[src/rtl/exec_alu_csr_pc.sv]
// Execute-stage datapath: combinational ALU, machine-mode CSR file with ecall capture,
// and the PC register with branch/jump/trap/mret next-PC selection.
module exec_alu_csr_pc #(
    parameter int WIDTH = 32
) (
    input  logic             clk,
    input  logic             rst,
    input  logic [3:0]       alu_op,
    input  logic [WIDTH-1:0] alu_data1,
    input  logic [WIDTH-1:0] alu_data2,
    output logic [WIDTH-1:0] alu_result,
    output logic             zero_flag,
    input  logic             csr_wen,
    input  logic             csr_is_ecall,
    input  logic [11:0]      csr_addr,
    input  logic [31:0]      csr_wdata,
    input  logic [31:0]      csr_pc,
    output logic [31:0]      csr_rdata,
    output logic [31:0]      mtvec,
    output logic [31:0]      mepc,
    input  logic             pc_valid,
    input  logic [1:0]       pc_sel,
    input  logic             pc_adder_left_sel,
    input  logic             is_branch,
    input  logic [31:0]      inst,
    input  logic [31:0]      rs1,
    input  logic [31:0]      imm,
    output logic [31:0]      pc
);
    localparam logic [11:0] A_MSTATUS   = 12'h300;
    localparam logic [11:0] A_MTVEC     = 12'h305;
    localparam logic [11:0] A_MEPC      = 12'h341;
    localparam logic [11:0] A_MCAUSE    = 12'h342;
    localparam logic [11:0] A_MVENDORID = 12'hF11;
    localparam logic [11:0] A_MARCHID   = 12'hF12;
    localparam logic [31:0] PC_RESET    = 32'h8000_0000;

    logic [31:0] r_mstatus, r_mtvec, r_mepc, r_mcause, r_pc;
    logic [31:0] w_pc_next, w_jump_sum;
    logic [4:0]  w_shamt;
    logic        w_less, w_taken;
    logic        w_unused_inst;

    // ALU
    assign w_shamt = alu_data2[4:0];
    always_comb begin
        alu_result = '0;
        case (alu_op)
            4'd0:  alu_result = alu_data1 + alu_data2;
            4'd1:  alu_result = alu_data1 - alu_data2;
            4'd2:  alu_result = alu_data1 << w_shamt;
            4'd3:  alu_result = {{(WIDTH-1){1'b0}}, $signed(alu_data1) < $signed(alu_data2)};
            4'd4:  alu_result = {{(WIDTH-1){1'b0}}, alu_data1 < alu_data2};
            4'd5:  alu_result = alu_data1 ^ alu_data2;
            4'd6:  alu_result = alu_data1 >> w_shamt;
            4'd7:  alu_result = $signed(alu_data1) >>> w_shamt;
            4'd8:  alu_result = alu_data1 | alu_data2;
            4'd9:  alu_result = alu_data1 & alu_data2;
            4'd10: alu_result = alu_data2;
            default: alu_result = '0;
        endcase
    end
    assign zero_flag = (alu_result == '0);
    assign w_less    = alu_result[0];

    // CSR file; the ecall assignment comes last so it overrides a same-cycle mepc/mcause write
    always_ff @(posedge clk) begin
        if (rst) begin
            r_mstatus <= 32'h0000_1800;
            r_mtvec   <= '0;
            r_mepc    <= '0;
            r_mcause  <= '0;
        end else begin
            if (csr_wen) begin
                case (csr_addr)
                    A_MSTATUS: r_mstatus <= csr_wdata;
                    A_MTVEC:   r_mtvec   <= csr_wdata;
                    A_MEPC:    r_mepc    <= csr_wdata;
                    A_MCAUSE:  r_mcause  <= csr_wdata;
                    default:   ;
                endcase
            end
            if (csr_is_ecall) begin
                r_mepc   <= csr_pc;
                r_mcause <= 32'd11;
            end
        end
    end

    always_comb begin
        csr_rdata = '0;
        case (csr_addr)
            A_MSTATUS:   csr_rdata = r_mstatus;
            A_MTVEC:     csr_rdata = r_mtvec;
            A_MEPC:      csr_rdata = r_mepc;
            A_MCAUSE:    csr_rdata = r_mcause;
            A_MVENDORID: csr_rdata = 32'h7973_7978;
            A_MARCHID:   csr_rdata = 32'h0170_E5AB;
            default:     csr_rdata = '0;
        endcase
    end
    assign mtvec = r_mtvec;
    assign mepc  = r_mepc;

    // PC: branch condition resolved from the ALU flags of the compare op
    always_comb begin
        w_taken = 1'b0;
        case (inst[14:12])
            3'b000:          w_taken = zero_flag;
            3'b001:          w_taken = ~zero_flag;
            3'b100, 3'b110:  w_taken = w_less;
            3'b101, 3'b111:  w_taken = ~w_less;
            default:         w_taken = 1'b0;
        endcase
    end
    assign w_unused_inst = ^{inst[31:15], inst[11:0]};
    assign w_jump_sum    = (pc_adder_left_sel ? rs1 : r_pc) + imm;

    always_comb begin
        w_pc_next = r_pc + 32'd4;
        case (pc_sel)
            2'b00: w_pc_next = (is_branch && w_taken) ? r_pc + imm : r_pc + 32'd4;
            2'b01: w_pc_next = w_jump_sum & ~32'd1;
            2'b10: w_pc_next = r_mtvec;
            2'b11: w_pc_next = r_mepc;
            default: ;
        endcase
    end

    always_ff @(posedge clk) begin
        if (rst)           r_pc <= PC_RESET;
        else if (pc_valid) r_pc <= w_pc_next;
    end
    assign pc = r_pc;
endmodule

[config.mk]
export PLATFORM = sky130hd
export DESIGN_NAME = exec_alu_csr_pc
export DESIGN_NICKNAME = d
export VERILOG_FILES = /design/src/rtl/exec_alu_csr_pc.sv
export SDC_FILE = /design/constraint.sdc
export NUM_CORES = 1
export LEC_CHECK = 0
export ABC_AREA = 1
export ABC_CLOCK_PERIOD_IN_PS = 4500
export BUFFER_PORTS_ARGS = -buffer_cell sky130_fd_sc_hd__clkbuf_2
export CAP_MARGIN = 0
export CELL_PAD_IN_SITES_DETAIL_PLACEMENT = 1
export CELL_PAD_IN_SITES_GLOBAL_PLACEMENT = 1
export CORE_ASPECT_RATIO = 1.4
export CORE_MARGIN = 4
export CORE_UTILIZATION = 25
export CTS_CLUSTER_SIZE = 14
export DETAILED_ROUTE_END_ITERATION = 8
export PLACE_DENSITY_LB_ADDON = 0.1
export SKIP_LAST_GASP = 1
export SLEW_MARGIN = 20
export SYNTH_ARGS = -nofsm -noshare
export SYNTH_HDL_FRONTEND = slang
export SYNTH_SLANG_ARGS = --single-unit
[constraint.sdc]
create_clock -name clk -period 4.5 [get_ports clk]
set_input_delay 0 -clock clk [delete_from_list [all_inputs] [get_ports clk]]
set_output_delay 0 -clock clk [all_outputs]
set_load 0.05 [all_outputs]
Yosys cells after proc, flatten, opt, wreduce, memory -nomap -nowiden
Index checks and enable logic that the tools add are counted.
W data, S select, Z words.
{ "totals": {"ff_bits": 160, "in_bits": 249, "output_inout_bits": 161} }
{ "op_classes": {"shift": 3, "eq_ne": 24, "n_mux": 12, "reduce_logical": 16, "n_addsub": 5, "magnitude_cmp": 2, "n_bitwise": 5} }
{ "op_table": {"columns": ["cell", "count"], "rows": [
  ["$pmux W32 S11", 1],
  ["$pmux W32 S6", 1],
  ["$mux W32", 5],
  ["$pmux W32 S4", 1],
  ["$add A32 B32 Y32", 3],
  ["$lt A32 B32 Y1", 2],
  ["$eq A12 B10 Y1 const B", 4],
  ["$add A32 B3 Y32 const B", 1],
  ["$and A32 B32 Y32", 1],
  ["$logic_not A32 Y1", 1],
  ["$or A32 B32 Y32", 1],
  ["$shl A32 B5 Y32", 1],
  ["$shr A32 B5 Y32", 1],
  ["$sshr A32 B5 Y32", 1],
  ["$sub A32 B32 Y32", 1],
  ["$xor A32 B32 Y32", 1],
  ["$eq A12 B12 Y1 const B", 2],
  ["$eq A4 B3 Y1 const B", 4],
  ["$eq A3 B3 Y1 const B", 4],
  ["$eq A4 B4 Y1 const B", 3],
  ["$mux W4", 3],
  ["$reduce_and A2 Y1", 5],
  ["$eq A4 B2 Y1 const B", 2],
  ["$reduce_bool A2 Y1", 3],
  ["other kinds (11)", 15]
]} }

Depth between registers and ports, before layout
{ "depth": {"ltp_word": 8, "depth_mapped": 32, "depth_no_buf": 28} }

Worst setup path before layout
No wires, ideal clock.
{ "synth_timing": {"path_kind": "in2reg", "startpoint": "input port alu_data2[3]", "endpoint": "register r_pc[2], in the netlist pc[2]", "setup_time_ps": 121, "t_required_ps": 4379, "t_arrival_ps": 3507, "setup_slack_ps": 872, "stages": 27, "cell_sequence": "buf_2 > inv_1 > buf_2 > buf_1 > ha_1 > buf_2 > nor2_1 > nand3_1 > nand3_1 > nand2_1 > nand2_1 > nand2_1 > nand2_1 > nand2_1 > nand3_1 > nand3_1 > nor2_1 > nand2_1 > nor2_1 > nand3_1 > nand2_1 > nand3_2 > nand2_4 > buf_2 > nand2_1 > nand3_1 > a21oi_1"} }
{ "synth_between": {"elab_chain_cells": 8, "word_cells_on_any_way": 18} }
{ "synth_lines": {"columns": ["element", "line_no", "rtl"], "rows": [
  ["start: declaration", "10", "input logic [WIDTH-1:0] alu_data2,"],
  ["$sub A32 B32 Y32, or another cell as far along", "50", "4'd1: alu_result = alu_data1 - alu_data2;"],
  ["$pmux W32 S11 *", "48", "case (alu_op)"],
  ["net alu_result[17]", "11", "output logic [WIDTH-1:0] alu_result,"],
  ["$logic_not A32 Y1 *", "63", "assign zero_flag = (alu_result == '0);"],
  ["$not A1 Y1", "110", "3'b001: w_taken = ~zero_flag;"],
  ["$pmux W1 S4 *", "108", "case (inst[14:12])"],
  ["$logic_and A1 B1 Y1 *", "122", "2'b00: w_pc_next = (is_branch && w_taken) ? r_pc + imm : r_pc + 32'd4;"],
  ["$mux W32 *", "122", null],
  ["$pmux W32 S4 *", "121", "case (pc_sel)"],
  ["end signal: assignment", "132", "else if (pc_valid) r_pc <= w_pc_next;"],
  ["end: declaration", "38", "logic [31:0] r_mstatus, r_mtvec, r_mepc, r_mcause, r_pc;"]
]} }
Mark *: on every way through the listed nets, which the timed path passes. The rest lies on a longest branch.
A chain may end at the register's enable or synchronous reset.

Worst setup path in the final report
{ "layout_timing": {"startpoint": "register r_pc[0], in the netlist pc[0]", "endpoint": "register r_pc[22], in the netlist pc[22]"} }
{ "layout_between": {"elab_chain_cells": 3, "word_cells_on_any_way": 6} }
{ "layout_lines": {"columns": ["element", "line_no", "rtl"], "rows": [
  ["$mux W32, or another cell as far along", "117", "assign w_jump_sum = (pc_adder_left_sel ? rs1 : r_pc) + imm;"],
  ["$add A32 B32 Y32 / $mux W32 (equally long branches)", "117, 122", null],
  ["$pmux W32 S4 *", "121", null]
]} }
Every way passes the cells marked *; elsewhere a longest branch is shown, timed or not.

==> impl_metrics.tcl <==
set metrics [dict create \
    status "finished clean" \
    powerDensity_nw_per_um2 226 \
    ir_drop_mv 0.252 \
    die_w_um 261 \
    final_hold_viol_count 0 \
    yosys.area.top_type "nand2_1" \
    grt_max_degree 93 \
    drt_iter0_markers 1569 \
    slowest_delay_ns 0.41 \
    synth_edf_count 0 \
    synth_cell_types 53 \
    setup_viol 0 \
    track_usage_pct 28.9 \
    fin_area_um2 27200 \
    drcViolationCount 0 \
    nNetsFinal 4911 \
    postRouteAntennaNets 0 \
    clock-root-buffer "clkbuf_16" \
    cap_violations 0 \
    tightest_slew_ns 1.09 \
    synth-warning-count 0 \
    avgSynthCellArea_um2 5.47 \
    ctsHoldBuffers 87 \
    whs_ns 0.0199 \
    multi_input_area_um2 16300 \
    setup_tns_ns 0 \
    slew_viol_final 0 \
    fmax_ghz 0.267 \
    crit_buf_inv 2 \
    drive_gt1_share_pct 12.3 \
    dpl_cell_area_um2 25700 \
    cp_slowest_cell "fa_1" \
    ios 410 \
    num_vias 29400 \
    syn_area_um2 22400 \
    async_reset_ff_share_pct 0 \
    place_hpwl_um 118000 \
    synthTopCellsByArea "nand2_1 (20%), dfxtp_1 (14%), nand3_1 (13%)" \
    grt_pass1_vias 31000 \
    h-tree-depth 4 \
    cts_tree "built" \
    finalWorstSetupSlack_ns 0.750 \
    worst_ep_arrival_time_ns 4.09 \
    synth_top_cell_area_share_pct 19.8 \
    insertion_delay_ns 0.46 \
    syn_nets 4525 \
    via_per_inst 5.17 \
    synth_seq_cells 160 \
    hold_class "input pin to flip-flop" \
    path_max_fanout 4 \
    post_cts_resized 0 \
    fillers 12000 \
    path_cells "or2_2 -> nand3_1 -> inv_1 -> fa_1 -> nand2_1 -> nand2_1 -> o21ai_0 -> o21ai_0 -> nand2_1 -> nand2_1 -> a21oi_1 -> inv_1 -> nand2_1 -> nand2_1 -> nand2_1 -> nand2_1 -> nand2_1 -> nand2_1 -> or2_2 -> nand3_1 -> o221ai_1 -> a21oi_1 -> a21oi_1" \
    gp_congestion 0.956 \
    slew_headroom_pct 27.6 \
    numPortBuffers 380 \
    critical_path_required_ns 4.84 \
    pre_cts_slack_ns 0.443 \
    numCtsBuffers 17 \
    finClkSkew_ns 0.0145 \
    numClockSinks 160 \
    endpoint_kind "flip-flop" \
    seq_area_um2 3200 \
    routed_wl_um 142000 \
    synth_flop_cell "dfxtp_1" \
    drt_pass1_iterations 5 \
    grt_pass1_wl_um 203000 \
    timing.final.crit_share_pct 83.3 \
    area_delta_synth_final_pct 21.4 \
    seq_area_frac_synth_pct 14.3 \
    leakage_nw 13.9 \
    netlist_instances 4105 \
    final-instance-count-excl-fill 5687 \
    clk_pin_slew_ns 0.08 \
    worstSetupPathType "flip-flop to flip-flop" \
    rows 129 \
    layout_commonest_cell "nand2_1" \
    rsz0062_at_grt "false" \
    critPathTopFamily "simple AND/OR/NAND/NOR gates" \
    grt_overflow 0 \
    mostFrequentLayoutCells "nand2_1 (1180), nand3_1 (594), inv_1 (542)" \
    dieArea_um2 94700 \
    dp.cells 5564 \
    post_cts_buffers 0 \
    die_height_um 363 \
    period_needed_ns 3.75 \
    startpoint_type "flip-flop" \
    antenna_found_initial 3 \
    crit_top_cell "nand2_1" \
    clockBufferDepth 2 \
    start_util_pct 25.3 \
    fp.coreArea_um2 88800 \
    wl_per_cell_um 24.9 \
]
worst paths after layout:
kind / start / end / slack (ns) / cells past startpoint
worst max-delay path: pc[0] / pc[22] / 0.75 / 23
worst min-delay path: csr_wdata[17] / r_mcause[17] / 0.02 / 3
worst max register to register: pc[0] / pc[22] / 0.75 / 23
worst min register to register: r_mstatus[31] / r_mstatus[31] / 0.45 / 2
layout make-up:
cell class                      instances  share of cell area [%]
Antenna cell                            4                  0.0367
Clock buffer                           17                    1.56
Clock inverter                         15                   0.707
Inverter                              564                    7.79
Multi-Input combinational cell       3190                    59.7
Sequential cell                       160                    11.8
Tap cell                             1179                    5.41
Timing Repair Buffer                  558                    13.0
state kept, by name (all words and copies together), names as in the netlist:
signal,count
mtvec,32
r_mstatus,32
mepc,32
r_mcause,32
pc,32
synth_stat cells, types with 3 or more instances:
cell / n
o21ai_1: 30
or2_2: 12
o2111ai_1: 5
buf_6: 6
a221oi_1: 26
a211oi_1: 4
buf_4: 8
clkbuf_1: 95
nand3_1: 594
clkinv_1: 6
a21oi_1: 308
inv_2: 11
fa_1: 4
inv_1: 545
xor2_1: 38
ha_1: 167
nand2_1: 1182
o22ai_1: 49
dfxtp_1: 160
xnor2_1: 17
o21bai_1: 7
o211ai_1: 29
nand2_2: 4
nand3b_1: 6
nor2_2: 11
nor3_1: 45
o21a_1: 3
buf_2: 64
a21boi_0: 5
buf_1: 17
nor4_1: 8
nor2_1: 281
and3_1: 4
a221o_1: 4
o21ai_0: 240
o221ai_1: 14
a31oi_1: 33
nand4_1: 45
cells by family (layout without fill, tap and decap cells):
kind of cell | Yosys count | after routing | synth area share [%]
AND/OR/NAND/NOR | 2202 | 2202 | 41.7
XOR/XNOR | 55 | 55 | 2.15
other | 0 | 4 | 0
adder cells (fa/ha/maj) | 171 | 171 | 9.67
buffers and inverters | 755 | 1154 | 13.3
AO/OA/AOI/OAI | 762 | 762 | 18.9
flip-flops | 160 | 160 | 14.3
metrics by stage:
step	power, mW	utilization (%)
detailed placement	4.53	29.0
global route	6.52	30.7
finish	6.17	30.7
floorplan	3.37	-
CTS	6.20	30.7
global placement	4.52	29.0
worst register-to-register path: stages (launching register included):
cell and delay, ns:
dfxtp_1 0.36, or2_2 0.30, nand3_1 0.14, inv_1 0.08, fa_1 0.41, nand2_1 0.09, nand2_1 0.05, o21ai_0 0.11
o21ai_0 0.17, nand2_1 0.09, nand2_1 0.09, a21oi_1 0.19, inv_1 0.10, nand2_1 0.06, nand2_1 0.10, nand2_1 0.08
nand2_1 0.09, nand2_1 0.08, nand2_1 0.07, or2_2 0.28, nand3_1 0.09, o221ai_1 0.12, a21oi_1 0.35, a21oi_1 0.12
power by group:
part	internal [mW]	switching [mW]	leakage, nW	total (mW)
clock network	0.806	0.792	0.302	1.60
logic	0.864	2.16	12.3	3.02
registers	1.46	0.0849	1.30	1.54
per-layer routing:
metal  GRT usage (%)  up-vias  part of all wire (%)
li1                -    14300                     -
met1            28.0    14200                    35
met2            57.6      730                    55
met3            3.16      264                   3.3
met4            17.4        2                   7.2
met5               0        -                0.0092
Note: power is estimated with default switching activity, not from simulation.
